<file path="src/rtl/beep_gen.sv">
// Envelope-shaped square-wave beep for the OSD status chime.
// A rising trigger edge runs an attack/sustain/release envelope; the output is a signed sample for a sigma-delta DAC.
module beep_gen #(
    parameter int HALF_PERIOD   = 500,
    parameter int ENV_STEP      = 64,
    parameter int SUSTAIN_TICKS = 256
) (
    input  logic        clk,
    input  logic        reset_n,
    input  logic        trigger,
    input  logic        mute,
    output logic [15:0] audio_l,
    output logic [15:0] audio_r,
    output logic        busy
);

    typedef enum logic [1:0] {
        IDLE    = 2'd0,
        ATTACK  = 2'd1,
        SUSTAIN = 2'd2,
        RELEASE = 2'd3
    } state_t;

    localparam logic [15:0] TONE_LAST = 16'(HALF_PERIOD - 1);
    localparam logic [15:0] ENV_LAST  = 16'(ENV_STEP - 1);
    localparam logic [15:0] SUS_LAST  = 16'(SUSTAIN_TICKS - 1);

    state_t      state;
    logic [7:0]  amp;
    logic        phase;
    logic [15:0] tone_cnt;
    logic [15:0] env_cnt;
    logic [15:0] sus_cnt;
    logic        trig_q;
    logic        start;
    logic        env_tick;
    logic        tone_wrap;

    // Amplitude sits in bits 14:7, so full scale is +/-32640 with no overflow on negation.
    function automatic logic [15:0] sample(input logic [7:0] a, input logic ph);
        logic [15:0] mag;
        mag = {1'b0, a, 7'b0000000};
        return ph ? mag : (~mag + 16'd1);
    endfunction

    assign start     = trigger & ~trig_q;
    assign env_tick  = (env_cnt == ENV_LAST);
    assign tone_wrap = (tone_cnt == TONE_LAST);

    // Envelope state machine with tone and envelope timebases.
    always_ff @(posedge clk) begin
        if (!reset_n) begin
            state    <= IDLE;
            amp      <= 8'd0;
            phase    <= 1'b1;
            tone_cnt <= 16'd0;
            env_cnt  <= 16'd0;
            sus_cnt  <= 16'd0;
            trig_q   <= 1'b1;
            busy     <= 1'b0;
        end else begin
            trig_q <= trigger;
            case (state)
                IDLE: begin
                    if (start) begin
                        state    <= ATTACK;
                        amp      <= 8'd0;
                        phase    <= 1'b1;
                        tone_cnt <= 16'd0;
                        env_cnt  <= 16'd0;
                        sus_cnt  <= 16'd0;
                        busy     <= 1'b1;
                    end else begin
                        busy <= 1'b0;
                    end
                end
                default: begin
                    if (tone_wrap) begin
                        tone_cnt <= 16'd0;
                        phase    <= ~phase;
                    end else begin
                        tone_cnt <= tone_cnt + 16'd1;
                    end
                    // A retrigger restarts the envelope from the current amplitude and swallows any tick.
                    if (start) begin
                        state   <= ATTACK;
                        env_cnt <= 16'd0;
                        sus_cnt <= 16'd0;
                    end else begin
                        env_cnt <= env_tick ? 16'd0 : env_cnt + 16'd1;
                        if (env_tick) begin
                            case (state)
                                ATTACK: begin
                                    if (amp == 8'd255) begin
                                        state <= SUSTAIN;
                                    end else begin
                                        amp <= amp + 8'd1;
                                        if (amp == 8'd254) begin
                                            state <= SUSTAIN;
                                        end else begin
                                            state <= ATTACK;
                                        end
                                    end
                                end
                                SUSTAIN: begin
                                    sus_cnt <= sus_cnt + 16'd1;
                                    if (sus_cnt == SUS_LAST) begin
                                        state <= RELEASE;
                                    end else begin
                                        state <= SUSTAIN;
                                    end
                                end
                                RELEASE: begin
                                    if (amp <= 8'd1) begin
                                        amp      <= 8'd0;
                                        state    <= IDLE;
                                        busy     <= 1'b0;
                                        phase    <= 1'b1;
                                        tone_cnt <= 16'd0;
                                        env_cnt  <= 16'd0;
                                    end else begin
                                        amp <= amp - 8'd1;
                                    end
                                end
                                default: begin
                                    state <= IDLE;
                                    busy  <= 1'b0;
                                end
                            endcase
                        end else begin
                            state <= state;
                        end
                    end
                end
            endcase
        end
    end

    // Output samples lag the envelope by one cycle; mute and IDLE force silence.
    always_ff @(posedge clk) begin
        if (!reset_n) begin
            audio_l <= 16'd0;
            audio_r <= 16'd0;
        end else if (mute || (state == IDLE)) begin
            audio_l <= 16'd0;
            audio_r <= 16'd0;
        end else begin
            audio_l <= sample(amp, phase);
            audio_r <= sample(amp, phase);
        end
    end

endmodule
</file>
<file path="config.mk">
export PLATFORM = sky130hd
export DESIGN_NAME = beep_gen
export DESIGN_NICKNAME = d
export VERILOG_FILES = /design/src/rtl/beep_gen.sv
export SDC_FILE = /design/constraint.sdc
export NUM_CORES = 1
export LEC_CHECK = 0
export ABC_CLOCK_PERIOD_IN_PS = 2700
export CAP_MARGIN = 0
export CORE_MARGIN = 1.5
export CORE_UTILIZATION = 55
export CTS_CLUSTER_DIAMETER = 50
export DETAILED_ROUTE_END_ITERATION = 8
export PLACE_DENSITY = 0.77
export REMOVE_ABC_BUFFERS = 1
export SLEW_MARGIN = 20
export SYNTH_ARGS = -nofsm -noshare
export SYNTH_HDL_FRONTEND = slang
export SYNTH_SLANG_ARGS = --single-unit
</file>
<file path="constraint.sdc">
create_clock -name clk -period 2.7 [get_ports clk]
set_input_delay 0.27 -clock clk [delete_from_list [all_inputs] [get_ports clk]]
set_output_delay 0.27 -clock clk [all_outputs]
set_load 0.005 [all_outputs]
</file>
Yosys cells after proc, flatten, opt, wreduce, memory -nomap -nowiden
Cells that the tools add are included.
{ "totals": {"wordCells": 96, "in_bits": 4, "regBits": 77, "out_inout_bits": 33} }
{ "classes": {"muxes": 47, "n_bitwise": 5, "n_reduce_logical": 13, "add_sub_neg": 6, "order_cmp": 1, "n_eq_ne": 14} }
{ "ops": {"columns": ["op", "n"], "rows": [
  ["16-bit two-way mux", 17],
  ["16-bit by 1-bit adder with 16-bit output, second input constant", 4],
  ["8-bit two-way mux", 6],
  ["16-bit by 6-bit == test with 1-bit output, second input constant", 1],
  ["16-bit by 8-bit == test with 1-bit output, second input constant", 1],
  ["16-bit by 9-bit == test with 1-bit output, second input constant", 1],
  ["8-bit == test, second input constant", 2],
  ["15-bit NOT with 16-bit output", 1],
  ["8-bit case mux with 2 select lines", 1],
  ["15-bit two-way mux", 1],
  ["2-bit two-way mux", 7],
  ["1-bit two-way mux", 13],
  ["3-bit != test, second input constant", 3],
  ["8-bit by 1-bit adder with 8-bit output, second input constant", 1],
  ["8-bit by 1-bit <= comparator with 1-bit output, second input constant", 1],
  ["8-bit by 1-bit subtractor with 8-bit output, second input constant", 1],
  ["2-bit case mux with 3 select lines", 1],
  ["3-bit AND reduction", 2],
  ["2-bit nonzero test", 3],
  ["5-bit AND reduction", 1],
  ["2-bit == test, second input constant", 2],
  ["2-bit by 1-bit != test with 1-bit output, second input constant", 2],
  ["4-bit AND reduction", 1],
  ["2-bit OR reduction", 2],
  ["other kinds (9)", 11]
]} }

Longest topological paths before layout
{ "depth": {"ltp_word": 7, "ltp_mapped": 9, "ltp_nobuf": 7} }

Worst setup path before layout
Ideal clock, no wire load.
{ "synth_path": {"path_type": "reg2reg", "startpoint": "register amp[0]", "endpoint": "register amp[4]", "setup_time_ns": 0.069, "path_buffers": 0, "stages_incl_launch_ff": 8, "arrival_time_ns": 2.131, "period_less_slack_ns": 2.200, "slack_ns": 0.500, "t_required_ns": 2.631, "cell_sequence": "dfxtp_1 > inv_1 > ha_1 > or2_2 > a41oi_2 > nand4_2 > or4_1 > o21ai_1"} }
{ "synth_via": {"elab_chain_len": 6, "word_cells_on_any_way": 12, "cone_classes": "add/sub (2); order compare (1); eq/ne (2); mux (6); reduce/logical (1)"} }
{ "synth_lines": {"columns": ["element", "line", "source"], "rows": [
  ["start, declared", "29", "logic [7:0] amp;"],
  ["start signal, assigned", "97", "amp <= amp + 8'd1;"],
  ["start signal, assigned", "122", "amp <= amp - 8'd1;"],
  ["8-bit by 1-bit subtractor with 8-bit output (tied with other cells)", "122", null],
  ["8-bit two-way mux, on equally long branches", "114, 94", null],
  ["8-bit case mux with 2 select lines", "92", "case (state)"],
  ["8-bit two-way mux", "91", "if (env_tick) begin"],
  ["8-bit two-way mux", "85", "if (start) begin"],
  ["8-bit two-way mux", "63", "case (state)"]
]} }
Parallel ways exist; a longest one is shown, timed or not. The select of a mux whose other input is x is not followed.
A chain may end at the register's enable or synchronous reset.

Final worst setup path
{ "layout_path": {"startpoint": "register amp[0]", "endpoint": "register amp[5]"} }
The elaborated chain is that of the path after synthesis.

==> flow_summary_export.csv <==
group,metric,value,unit
hold_path,min_path_type,"register to register",
floorplan,rows,31,
route,dr_total_vias,3928,
route,drc_errors,0,
route,drt-initial-drc-count,164,
finish,layout-drive-gt1-share,9.67,%
synth,yosysMostFrequentCell,"dfxtp_1",
hold_path,min_delay_path_depth,1,
clocking,cts_sinks,70,
floorplan,initial_core_util,57.3,%
synth,synthCells,520,
synth,avgSynthCellArea,8.04,um2
worst_setup_path,worst-r2r-cell-count,7,
finish,multiInputGateArea,0.00248,mm2
route,dr.pass1.iters,5,
route,detail_route.wl_per_cell,15.4,um
synth,ys_seq_elements,70,
route,detail-route-antenna-nets,0,
floorplan,die-area,0.00813,mm2
hold_path,hp-start,"sus_cnt[15]",
floorplan,core,0.00729,mm2
sta,hold_violations,0,
sta,tightest_slew,836,ps
worst_setup_path,path_max_fanout,9,
clocking,cts_root_buf,"clkbuf_8",
clocking,cts_max_level,3,
worst_setup_path,cp.required,2990,ps
worst_setup_path,r2r_slack,380,ps
worst_setup_path,path_delay_family,"simple AND/OR/NAND/NOR gates",
synth,synth_common_cells,"70 x dfxtp_1, 56 x nand2_1, 48 x nor2_1",
sta,slew_headroom,43.7,%
synth,synth_top_area_share,33.5,%
global_routing,grt_use_total,24.7,%
global_routing,grt_pass1_vias,3627,
clocking,holdBufCountCts,0,
clocking,cts-resized-gates,0,
power,powerDensity,444,mW/mm2
clocking,cts.reportedPaths.clkPinSlew,80,ps
finish,area_growth,9.70,%
clocking,clock_latency,360,ps
route,routed_via_density,6.17,
global_routing,grt_max_degree,26,
clocking,cts_made_buffers,9,
synth,ys_types,70,
worst_setup_path,cpMaxStageDelayCell,"dfxtp_1",
finish,n_antenna_cell,0,
synth,yosysWarnings,0,
worst_setup_path,rr_startpoint,"amp[0]",
place,dpl.hpwl,6810,um
sta,whs,467,ps
floorplan,io_pins,37,
synth,syn_area,0.00418,mm2
flow_run,max_cap_violations,0,
synth,ys_async_sr_fraction,0,%
power,vdd_drop_max,0.256,mV
global_routing,grt_overflow,0,
sta,fmax,0.431,GHz
worst_setup_path,worstPathCellList,"inv_1 > ha_1 > or2_2 > a41oi_2 > nand4_2 > or4_1 > o21ai_1",
route,wl,9840,um
sta,rsz0062_at_grt,"false",
power,leakagePower,1.62,nW
hold_path,hold_end,"sus_cnt[15]",
worst_setup_path,cp-end-kind,"register",
synth,synth-edff-count,0,
worst_setup_path,worstPathArrival,2610,ps
clocking,cts_setup_buffers,0,
worst_setup_path,timing.critical_path.buf_inv,1,
finish,regArea,0.00140,mm2
sta,setup_tns,0,ps
floorplan,die_y,90.2,um
finish,num-fill-cells,673,
sta,finalSetupViolCount,0,
synth,ys.flop_type,"dfxtp_1",
synth,ys_seq_area_share,33.5,%
worst_setup_path,critPathMaxStageDelay,500,ps
sta,fin_skew,13.0,ps
place,pre_cts_slack,403,ps
place,gp_congestion,0.854,
synth,synth.area.top_cells,"dfxtp_1 34%, nand2_1 5.0%, a21oi_1 4.8%",
place,port_buffers,22,
worst_setup_path,r2r_end,"amp[5]",
floorplan,die-width,90.2,um
synth,yosys.area.top_type,"dfxtp_1",
sta,finalMaxSlewViolations,0,
sta,setup_ws,378,ps
clocking,clockBufferDepth,2,
finish,num-nets-final,548,
sta,period_minus_slack,2320,ps
worst_setup_path,startpoint_type,"register",
global_routing,grt_pass1_wl,16800,um
sta,fin_crit_sh,86.0,%
global_routing,antenna_found_initial,0,
outcome,outcome,"complete, no violations",
worst_setup_path,critPathKind,"register to register",
clocking,cts_tree,"built",
[registers in the layout (all words and copies together), names as in the netlist]
name and flops:
env_cnt 16, sus_cnt 16, tone_cnt 16, audio_r 9, amp 8, state 2, busy 1, phase 1
trig_q 1
[routing by layer]
| layer | GRT usage [%] | up-vias | share of wire (%) |
|---|---|---|---|
| met5 | 0 | - | 0 |
| met4 | 8.20 | 0 | 1.8 |
| met3 | 3.89 | 21 | 4.3 |
| met2 | 41.7 | 107 | 48 |
| met1 | 32.0 | 1884 | 46 |
| li1 | - | 1916 | - |
[kinds of logic after synthesis]
| logic type | count (synthesis) | synth area share (%) |
|---|---|---|
| adders and majority gates | 11 | 3.29 |
| buffers and inverters | 59 | 8.23 |
| and+or+nand+nor | 246 | 33.0 |
| muxes | 5 | 1.20 |
| xor gates and xnor gates | 10 | 2.10 |
| other | 1 | 0.0897 |
| AOI/OAI and AO/OA | 118 | 18.6 |
| DFF | 70 | 33.5 |
[worst max path at each step]
stage	start	endpoint	slack (ps)	depth (start not counted)
after floorplan	amp[0]	tone_cnt[14]	320	7
after global placement	trigger	amp[4]	460	6
after detailed placement	amp[0]	amp[5]	400	7
after CTS	amp[0]	amp[5]	380	7
after global routing	amp[0]	amp[5]	230	7
final	amp[0]	amp[5]	380	7
[stage by stage]
| step | cell area [um2] | power [mW] | std cells | util (%) |
|---|---|---|---|---|
| after detailed placement | 4390 | 1.18 | 621 | 60.1 |
| after global routing | 4580 | 2.10 | 637 | 62.9 |
| final | 4580 | 2.04 | 637 | 62.9 |
| after floorplan | 3920 | 1.13 | 484 | - |
| after global placement | 4390 | 1.18 | 621 | 60.1 |
| after CTS | 4580 | 2.04 | 637 | 62.9 |
[cells in the final DEF (no fill, tap or decap), types with 4 or more instances in the layout]
cell and count:
xnor2_1 7, buf_4 16, nor4_1 8, inv_1 9
mux2i_1 5, clkdlybuf4s50_1 22, and3_1 11, a311oi_1 4
ha_1 11, o21ai_0 14, clkbuf_8 10, o21ai_1 12
nor2_1 48, nand4b_1 7, nand2b_1 6, nand3_1 24
and2_1 4, dfxtp_1 70, nor2b_1 5, nand4_1 13
nand2_1 56, conb_1 14, nor3_1 15, a31oi_1 14
or3_1 11, nor4b_1 4, and4_1 7, a21oi_1 40
[worst reg2reg max path: cells and delay by family (launching register included)]
family,cells,cell delay [ps]
DFF,1,500
adders and majority gates,1,260
buffers and inverters,1,160
and+or+nand+nor,3,1010
AOI/OAI and AO/OA,2,320
[final cells by class]
type	count	area share, %
Inverter	10	0.819
Multi-Input combinational cell	404	54.1
Timing Repair Buffer	38	7.42
Clock inverter	6	1.34
Tap cell	99	2.70
Sequential cell	70	30.6
Clock buffer	10	3.00
[power breakdown]
group / internal [mW] / switching [mW]
combinational: 0.0400 / 0.0833
clock: 0.449 / 0.426
sequential: 1.04 / 0.00411
total: 1.52 / 0.513
Power figures use the tool's default switching activity.
==> patch (same settings) <==
Reset style: asynchronous (`reset_n`), changed in 2 clocked blocks.
--- a/src/rtl/beep_gen.sv
+++ b/src/rtl/beep_gen.sv
@@ -48,7 +48,7 @@
     assign tone_wrap = (tone_cnt == TONE_LAST);
 
     // Envelope state machine with tone and envelope timebases.
-    always_ff @(posedge clk) begin
+    always_ff @(posedge clk or negedge reset_n) begin
         if (!reset_n) begin
             state    <= IDLE;
             amp      <= 8'd0;
@@ -137,7 +137,7 @@
     end
 
     // Output samples lag the envelope by one cycle; mute and IDLE force silence.
-    always_ff @(posedge clk) begin
+    always_ff @(posedge clk or negedge reset_n) begin
         if (!reset_n) begin
             audio_l <= 16'd0;
             audio_r <= 16'd0;
Formal check against the unedited RTL: differs if reset_n is asserted again (counterexample within 4 cycles, from zero or initial values and one cycle with reset_n low); with reset_n held inactive, the same outputs for 10 cycles.
==> patch against the original RTL <==
  * Power down 1.8%
  * Wire length fell by 8.2%
  * Maximum frequency shrank 5.6%
  * Sequential cell count unchanged
  * Clock skew fell by 0.0028 ns
  * Final area is 2.2% higher
  * Count of clock-buffer cells in the layout did not move
  * Largest power group unchanged
  * Worst setup slack got worse by 0.14 ns
  * Synthesized area is 3.2% higher
==> patch: results (changes against the original RTL) <==
[metrics] most numerous cell types in the synthesized netlist: 68 x sky130_fd_sc_hd__dfrtp_1, 44 x sky130_fd_sc_hd__nor2_1, 37 x sky130_fd_sc_hd__nand2_1
[metrics] synth top area cells: sky130_fd_sc_hd__dfrtp_1 39%, sky130_fd_sc_hd__buf_4 4.0%, sky130_fd_sc_hd__nor2_1 3.8%
[metrics] Worst-Skew Late Latency: 0.36 ns (about the same)
[metrics] post-detailed-route via-to-cell ratio: 6.045 (-2.0%)
[metrics] met3 Usage GRT: 4.020% (+0.13 points)
[metrics] largest fanout on the critical path: 27 (+18)
[metrics] maximum number of pins on one net before global-route repair: 71 (+170%)
[metrics] wirelength, routed: 9033 um (-8.2%)
[metrics] Iteration-0 DRC Markers: 190 (+16%)
[metrics] GRT Util Overall: 23.24% (-1.4 points)
[metrics] post-synthesis cell type count: 66 (-5.7%)
[metrics] cell with the largest stage delay on the worst path: sky130_fd_sc_hd__dfrtp_1
[metrics] result of the run: finished clean
[metrics] Fillers: 670 (-0.45%)
[metrics] worst-case headroom to the max-slew limit: 54.63% (+11 points)
[metrics] number of buffer cells added on primary ports: 22 (unchanged)
[metrics] data arrival time of the critical path: 2.72 ns (+0.11 ns)
[metrics] share of flip-flops with an asynchronous set or reset: 100.0% (+100 points)
[metrics] Crit path max-delay family: simple AND/OR/NAND/NOR gates
[metrics] clock tree skew after final layout: 0.01013 ns (-0.002839 ns)
[metrics] reg-to-reg critical path endpoint: tone_cnt[2]
[metrics] share of cells above drive strength 1: 8.032% (-1.6 points)
[metrics] final period utilization: 91.11% (+5.1 points)
[metrics] Worst Hold Path EP: trig_q
[metrics] startpoint of the worst register-to-register path: amp[0]
[metrics] source of the worst hold timing path: trigger
[metrics] setup slack on the worst flop-to-flop path: 0.24 ns (-0.14 ns)
[metrics] number of global-route vias before repair: 3348 (-7.7%)
[metrics] met2 Usage GRT: 36.75% (-5.0 points)
[metrics] count of hold-fix buffers inserted at cts: 1 (+1)
[metrics] maximum clock insertion buffer count: 2 (unchanged)
[metrics] R2R depth: 8 (+1)
[metrics] WHS: 0.3942 ns (-0.07308 ns)
[metrics] Placer Congestion: 0.8879 (+4.0%)
[metrics] wire length of the first global-routing pass: 15680 um (-6.7%)
[metrics] part of the Yosys area used for sequential elements: 40.68% (+7.2 points)
[metrics] Max rail drop VDD: 0.0003878 V (+51%)
[metrics] leakage dissipation: 1.990 nW (+23%)
[metrics] pre-CTS worst setup slack: 0.2858 ns (-0.1169 ns)
[metrics] layout net count: 508 (-7.3%)
## patch: area by class of cell
type | count | share of cell area (%)
Clock inverter | 6 | 0.8278
Inverter | 16 | 1.282
Multi-Input combinational cell | 362 | 48.17
Timing Repair Buffer | 34 | 6.836
Clock buffer | 10 | 2.724
Sequential cell | 70 | 37.44
Tap cell | 102 | 2.724
## patch: power breakdown
group / internal [W] / switching [W] / total (W)
combinational: 0.0000513 / 0.0000730 / 0.000124
clock: 0.000330 / 0.000419 / 0.000749
sequential: 0.00108 / 0.0000432 / 0.00113
total: 0.00147 / 0.000535 / 0.00200
## patch: kinds of logic (layout without fill, tap and decap cells)
kind of cell	Yosys count	count (layout)	synth area share (%)
flip-flops	70	70	40.68
XOR/XNOR	21	21	4.266
multiplexers	4	4	0.9866
buffers and inverters	67	66	8.154
AO/OA/AOI/OAI	97	97	14.97
AND/OR/NAND/NOR	215	215	27.65
other	1	14	0.08697
adder cells (fa/ha/maj)	11	11	3.192
## patch: through the flow
stage          total power (W)  instance area, um^2  cells  util, %
4_1_cts               0.002015                 4683    600    61.24
5_1_grt               0.002089                 4686    600    61.27
3_3_place_gp          0.001269                 4507    583    58.93
6_report              0.002001                 4686    600    61.27
3_5_place_dp          0.001272                 4507    583    58.93
2_1_floorplan         0.001213                 4069    448        -
## patch: metal layers
layer,vias up,share of wire (%)
li1,1756,-
met3,14,4.3
met2,107,47
met4,0,1.9
met5,-,0
met1,1750,47
## patch: worst max path at each step
stage            from          end  slack [ns]
3_5_place_dp   amp[0]  tone_cnt[2]        0.29
4_1_cts        amp[0]  tone_cnt[2]        0.27
6_report       amp[0]  tone_cnt[2]        0.24
5_1_grt        amp[0]  tone_cnt[2]        0.08
3_3_place_gp   amp[0]  tone_cnt[2]        0.38
2_1_floorplan  amp[4]     state[1]        0.54
